==> src/rtl/hazard_ctrl.sv <==
// Pipeline hazard controller: load-use stall, taken-branch flush, operand
// forwarding, terminator drain/halt sequencing and stall/flush counters.
//
//   state | meaning
//   ------+-----------------------------------------------------------
//   RUN   | normal operation; load-use stalls and branch flushes apply
//   DRAIN | terminator seen; fetch frozen while four bubbles drain EX..WB
//   HALT  | pipeline empty; everything frozen until RESET
module hazard_ctrl (
  input  logic        CLOCK,
  input  logic        RESET,
  input  logic [31:0] instrD,
  input  logic [4:0]  RsE,
  input  logic [4:0]  RtE,
  input  logic        MemtoRegE,
  input  logic        MemWriteE,
  input  logic        RegWriteE,
  input  logic [4:0]  WriteRegM,
  input  logic [4:0]  WriteRegW,
  input  logic        RegWriteM,
  input  logic        RegWriteW,
  input  logic        BranchTakenE,
  input  logic        terminatorD,
  output logic        stallF,
  output logic        stallD,
  output logic        RFflush,
  output logic        IFflush,
  output logic [1:0]  ForwardAE,
  output logic [1:0]  ForwardBE,
  output logic        halted,
  output logic [15:0] stall_cnt,
  output logic [15:0] flush_cnt
);

  typedef enum logic [1:0] {
    RUN   = 2'd0,
    DRAIN = 2'd1,
    HALT  = 2'd2
  } state_t;

  localparam logic [2:0]  DRAIN_LOAD = 3'd4;
  localparam logic [15:0] CNT_MAX    = 16'hFFFF;

  state_t     state;
  state_t     state_eff;
  logic [2:0] drain_cnt;
  logic       is_load;
  logic       load_use;
  logic       branch_flush;
  logic       lu_stall;
  logic       unused_instr_bits;

  // Only the rs/rt fields of the decode instruction matter for hazards.
  assign unused_instr_bits = ^{instrD[31:26], instrD[15:0]};

  // While RESET is high the outputs already behave as in RUN.
  always_comb begin
    state_eff = state;
    if (RESET) state_eff = RUN;
  end

  assign is_load  = MemtoRegE & ~MemWriteE;
  assign load_use = is_load & RegWriteE & (RtE != 5'd0) &
                    ((RtE == instrD[25:21]) | (RtE == instrD[20:16]));

  // A taken branch squashes the dependent decode instruction, so it overrides load-use.
  assign branch_flush = (state_eff == RUN) & BranchTakenE;
  assign lu_stall     = (state_eff == RUN) & ~BranchTakenE & load_use;

  // Stall / flush / halt outputs decoded from the effective state.
  always_comb begin
    stallF  = 1'b0;
    stallD  = 1'b0;
    RFflush = 1'b0;
    IFflush = 1'b0;
    halted  = 1'b0;
    case (state_eff)
      RUN: begin
        if (branch_flush) begin
          IFflush = 1'b1;
          RFflush = 1'b1;
        end else if (lu_stall) begin
          stallF  = 1'b1;
          RFflush = 1'b1;
        end
      end
      DRAIN: begin
        stallF  = 1'b1;
        RFflush = 1'b1;
      end
      HALT: begin
        stallF = 1'b1;
        stallD = 1'b1;
        halted = 1'b1;
      end
      default: begin
        stallF = 1'b0;
      end
    endcase
  end

  // Forwarding: MEM result beats WB result; $0 is never forwarded.
  always_comb begin
    ForwardAE = 2'b00;
    if (RegWriteM && (WriteRegM != 5'd0) && (WriteRegM == RsE))
      ForwardAE = 2'b10;
    else if (RegWriteW && (WriteRegW != 5'd0) && (WriteRegW == RsE))
      ForwardAE = 2'b01;
  end

  // Same selection for the second EX operand.
  always_comb begin
    ForwardBE = 2'b00;
    if (RegWriteM && (WriteRegM != 5'd0) && (WriteRegM == RtE))
      ForwardBE = 2'b10;
    else if (RegWriteW && (WriteRegW != 5'd0) && (WriteRegW == RtE))
      ForwardBE = 2'b01;
  end

  // Sequencer: terminator enters DRAIN, drain counter walks 4..1, then HALT.
  always_ff @(posedge CLOCK) begin
    if (RESET) begin
      state     <= RUN;
      drain_cnt <= 3'd0;
    end else begin
      case (state)
        RUN: begin
          if (terminatorD && !BranchTakenE) begin
            state     <= DRAIN;
            drain_cnt <= DRAIN_LOAD;
          end
        end
        DRAIN: begin
          if (drain_cnt == 3'd1) begin
            state     <= HALT;
            drain_cnt <= 3'd0;
          end else begin
            drain_cnt <= drain_cnt - 3'd1;
          end
        end
        HALT: begin
          state <= HALT;
        end
        default: begin
          state     <= RUN;
          drain_cnt <= 3'd0;
        end
      endcase
    end
  end

  // Saturating count of load-use stall cycles.
  always_ff @(posedge CLOCK) begin
    if (RESET)
      stall_cnt <= 16'd0;
    else if (lu_stall && (stall_cnt != CNT_MAX))
      stall_cnt <= stall_cnt + 16'd1;
  end

  // Saturating count of taken-branch flushes.
  always_ff @(posedge CLOCK) begin
    if (RESET)
      flush_cnt <= 16'd0;
    else if (branch_flush && (flush_cnt != CNT_MAX))
      flush_cnt <= flush_cnt + 16'd1;
  end

endmodule

==> config.mk <==
export PLATFORM = sky130hd
export DESIGN_NAME = hazard_ctrl
export DESIGN_NICKNAME = d
export VERILOG_FILES = /design/src/rtl/hazard_ctrl.sv
export SDC_FILE = /design/constraint.sdc
export NUM_CORES = 1
export LEC_CHECK = 0
export ABC_AREA = 1
export CORE_ASPECT_RATIO = 0.75
export CORE_UTILIZATION = 45
export CTS_CLUSTER_DIAMETER = 30
export DETAILED_ROUTE_END_ITERATION = 8
export PLACE_DENSITY = 0.8
export SKIP_CTS_REPAIR_TIMING = 1
export SLEW_MARGIN = 0
export SYNTH_ARGS = -nofsm -noshare
export SYNTH_HDL_FRONTEND = slang
export SYNTH_SLANG_ARGS = --single-unit
==> constraint.sdc <==
create_clock -name CLOCK -period 2 [get_ports CLOCK]
set_input_delay 0.3 -clock CLOCK [delete_from_list [all_inputs] [get_ports CLOCK]]
set_output_delay 0.3 -clock CLOCK [all_outputs]
set_load 0.01 [all_outputs]
==> qor.csv <==
stage,metric,value,unit
grt,grt_usage,24.0,%
worst_setup_path,cp_num_buf_inv,3,
yosys,yosysWarnings,0,
finish,final_layout_size_suffix_gt1_share,14.9,%
cts,cts.path.max_buffers,2,
drt,wl,7.55,mm
worst_setup_path,crit_cells,11,
grt,grt_max_degree,25,
worst_setup_path,cp-start-kind,register,
floorplanning,die_area,6560,um2
sta,rsz0062_at_grt,yes,
yosys,netlist_area,2810,um2
power_and_ir_drop,power_density,570,nW/um2
cts,cts_tree,built,
drt,drtIter0Drc,166,
cts,cts.sinks,37,
worst_setup_path,slowest_stage,dfxtp_2,
power_and_ir_drop,peakVddDrop,413,uV
cts,clk_latency,0.29,ns
yosys,synth.most_common_cell,nand2_1,
drt,num_vias,3016,
power_and_ir_drop,p_switching,0.795,mW
floorplanning,rows,24,
sta,holdWs,0.431,ns
yosys,async_flop_share,0,%
yosys,synth-seq-cells,37,
power_and_ir_drop,p_clk_share,23.2,%
sta,finalHoldViolCount,0,
hold_path,holdCritPathClass,in -> reg,
placed_design,hpwlAfterDp,5.87,mm
finish,antennaDiodeCount,0,
power_and_ir_drop,p_seq_share,36.6,%
power_and_ir_drop,power.share.switching,34.8,%
worst_setup_path,max_stage_delay,0.33,ns
flow_run,maxCapViolCount,0,
yosys,ys_types,30,
finish,ff_latch_area,743,um2
sta,setup_viol,0,
worst_setup_path,critical-path-top-delay-family,simple AND/OR/NAND/NOR gates,
sta,slew_viol_final,0,
worst_setup_path,cp_data_required_time,1.70,ns
worst_setup_path,crit_chain,"inv_2, nor2_2, inv_1, ha_2, nand2_1, nor2_1, nand3_1, nor2_4, nand2_2, a21oi_2, buf_2",
power_and_ir_drop,power_leakage,1.78,nW
power_and_ir_drop,intPower,1.49,mW
yosys,synth_area_leaders,"dfxtp_1 26%, nand2_1 13%, nor2_1 8.6%, inv_1 7.1%, xnor2_1 5.0%",
worst_setup_path,worstPathArrival,1.66,ns
drt,ant_nets,0,
floorplanning,die_w,93.2,um
floorplanning,initial_core_util,47.4,%
placed_design,io_buffer_count,79,
cts,root_buffer,clkbuf_8,
yosys,syn_area_per_cell,6.53,um2
yosys,synth_cells,430,
yosys,yosys_most_used_dff,dfxtp_1,
grt,grt-ovfl-total,0,
drt,viasPerCell,4.91,
grt,grt_pass1_vias,2813,
finish,utilization,67.8,%
hold_path,whs_path_depth,3,
worst_setup_path,cp_max_fo,2,
power_and_ir_drop,comb_power_share,40.2,%
floorplanning,die_y,70.4,um
yosys,yosysSeqAreaShare,26.4,%
sta,finalCritPeriodShare,97.9,%
yosys,synth_edf_count,0,
grt,grt_pass1_wl,12.7,mm
finish,syn_to_final_growth,42.8,%
sta,max_slew_margin,62.8,%
sta,fin_crit,1.96,ns
finish,fill_cells,493,
finish,multiInputGateArea,1790,um2
yosys,yosys.area.top_type,dfxtp_1,
cts,htreeDepth,2,
worst_setup_path,end_kind,output pin,
grt,antenna_found_initial,0,
sta,worst_pin_slew,0.557,ns
floorplanning,core_area,5920,um2
finish,fin_nets,607,
floorplanning,io_pins,102,
cts,cts.clk_slew.worst_paths,0.07,ns
yosys,synth_fp_nets,502,
drt,routedWlPerCell,12.3,um
drt,dr.pass1.iters,4,
placed_design,gp_congestion,0.835,
worst_setup_path,critical_path_class,reg -> out,
yosys,synth_common_cells,"100 x nand2_1, 64 x nor2_1, 53 x inv_1, 37 x dfxtp_1, 24 x nand3_1",
outcome,status,"complete, no violations",
worst_setup_path,reg2reg_depth,13,
sta,max_freq,0.511,GHz
yosys,netlist.area_leader.share,26.4,%
cts,cts_buffers,5,
drt,drc,0,
sta,fin_skew,0.00980,ns
==> layout make-up <==
class / count / area share [%]
flip-flops and latches: 37 / 18.5
multi-input cells: 321 / 44.6
inverters: 58 / 5.49
clock inverters: 3 / 0.437
well taps: 78 / 2.43
repair buffers: 112 / 26.8
clock buffers: 5 / 1.72
==> power groups by stage <==
stage	Clock [mW]	Combinational (mW)	Sequential (mW)
3_3_place_gp	0	0.849	0.846
5_1_grt	0.572	1.01	0.845
3_5_place_dp	0	0.880	0.849
6_report	0.529	0.919	0.836
4_1_cts	0.542	0.898	0.832
2_1_floorplan	0	0.484	0.845
==> path summary, 6_finish.rpt <==
kind                             startpoint                         end  slack [ns]
setup / recovery      state[0]$_SDFFE_PP0P_                     RFflush        0.04
hold / removal                        RESET  flush_cnt[12]$_SDFFE_PP0P_        0.43
setup reg to reg      state[0]$_SDFFE_PP0P_   stall_cnt[0]$_SDFFE_PP0P_        0.24
hold reg to reg   drain_cnt[1]$_SDFFE_PP0P_   drain_cnt[1]$_SDFFE_PP0P_        0.50
==> cell families (layout without fill, tap and decap cells) <==
| group | count (synthesis) | after routing | synth area share (%) |
|---|---|---|---|
| DFF | 37 | 37 | 26.4 |
| adders and majority gates | 11 | 11 | 4.90 |
| and+or+nand+nor | 244 | 244 | 40.9 |
| xor gates and xnor gates | 32 | 32 | 9.99 |
| AOI/OAI and AO/OA | 34 | 34 | 6.15 |
| buffers and inverters | 72 | 178 | 11.7 |
==> placed cells by master, fill, tap and decap left out, drive strengths merged <==
cell	n
clkinv	2
clkinvlp	1
inv	58
nor3	16
nor3b	1
xnor2	16
nor2	74
nand3	27
a21oi	18
a211oi	1
dfxtp	37
o21ai	15
clkdlybuf4s50	64
ha	11
dlymetal6s2s	13
nand2	102
clkbuf	5
buf	35
xor2	16
nor4	2
nand4	22
==> registers in the layout, indices dropped and copies added (netlist names) <==
| register | flops |
|---|---|
| state | 2 |
| stall_cnt | 16 |
| drain_cnt | 3 |
| flush_cnt | 16 |
==> metrics by stage <==
step	setup TNS [ns]	cells	worst slack (ns)	total power, mW	area (um2)
6_report	0	614	0.0418	2.28	4010
5_1_grt	-0.0770	614	-0.0448	2.43	4010
4_1_cts	-3.44	613	-0.626	2.27	3930
3_5_place_dp	-8.91	605	-0.626	1.73	3840
3_3_place_gp	-7.14	605	-0.546	1.69	3840
2_1_floorplan	0	430	0.0944	1.33	2810
==> worst min-delay path, cell delays in order <==
cell            delay, ns
dlymetal6s2s_1       0.17
buf_4                0.16
nor3_1               0.05
==> routing by layer <==
| layer | track usage, % | vias to the layer above | routed length (um) | share of wire [%] |
|---|---|---|---|---|
| li1 | - | 1574 | - | - |
| met1 | 32.5 | 1366 | 3700 | 49 |
| met4 | 7.18 | 0 | 107 | 1.4 |
| met5 | 0 | - | 0 | 0 |
| met2 | 38.8 | 68 | 3470 | 46 |
| met3 | 4.03 | 8 | 278 | 3.7 |
No activity file was read; power rests on OpenSTA's default activity.
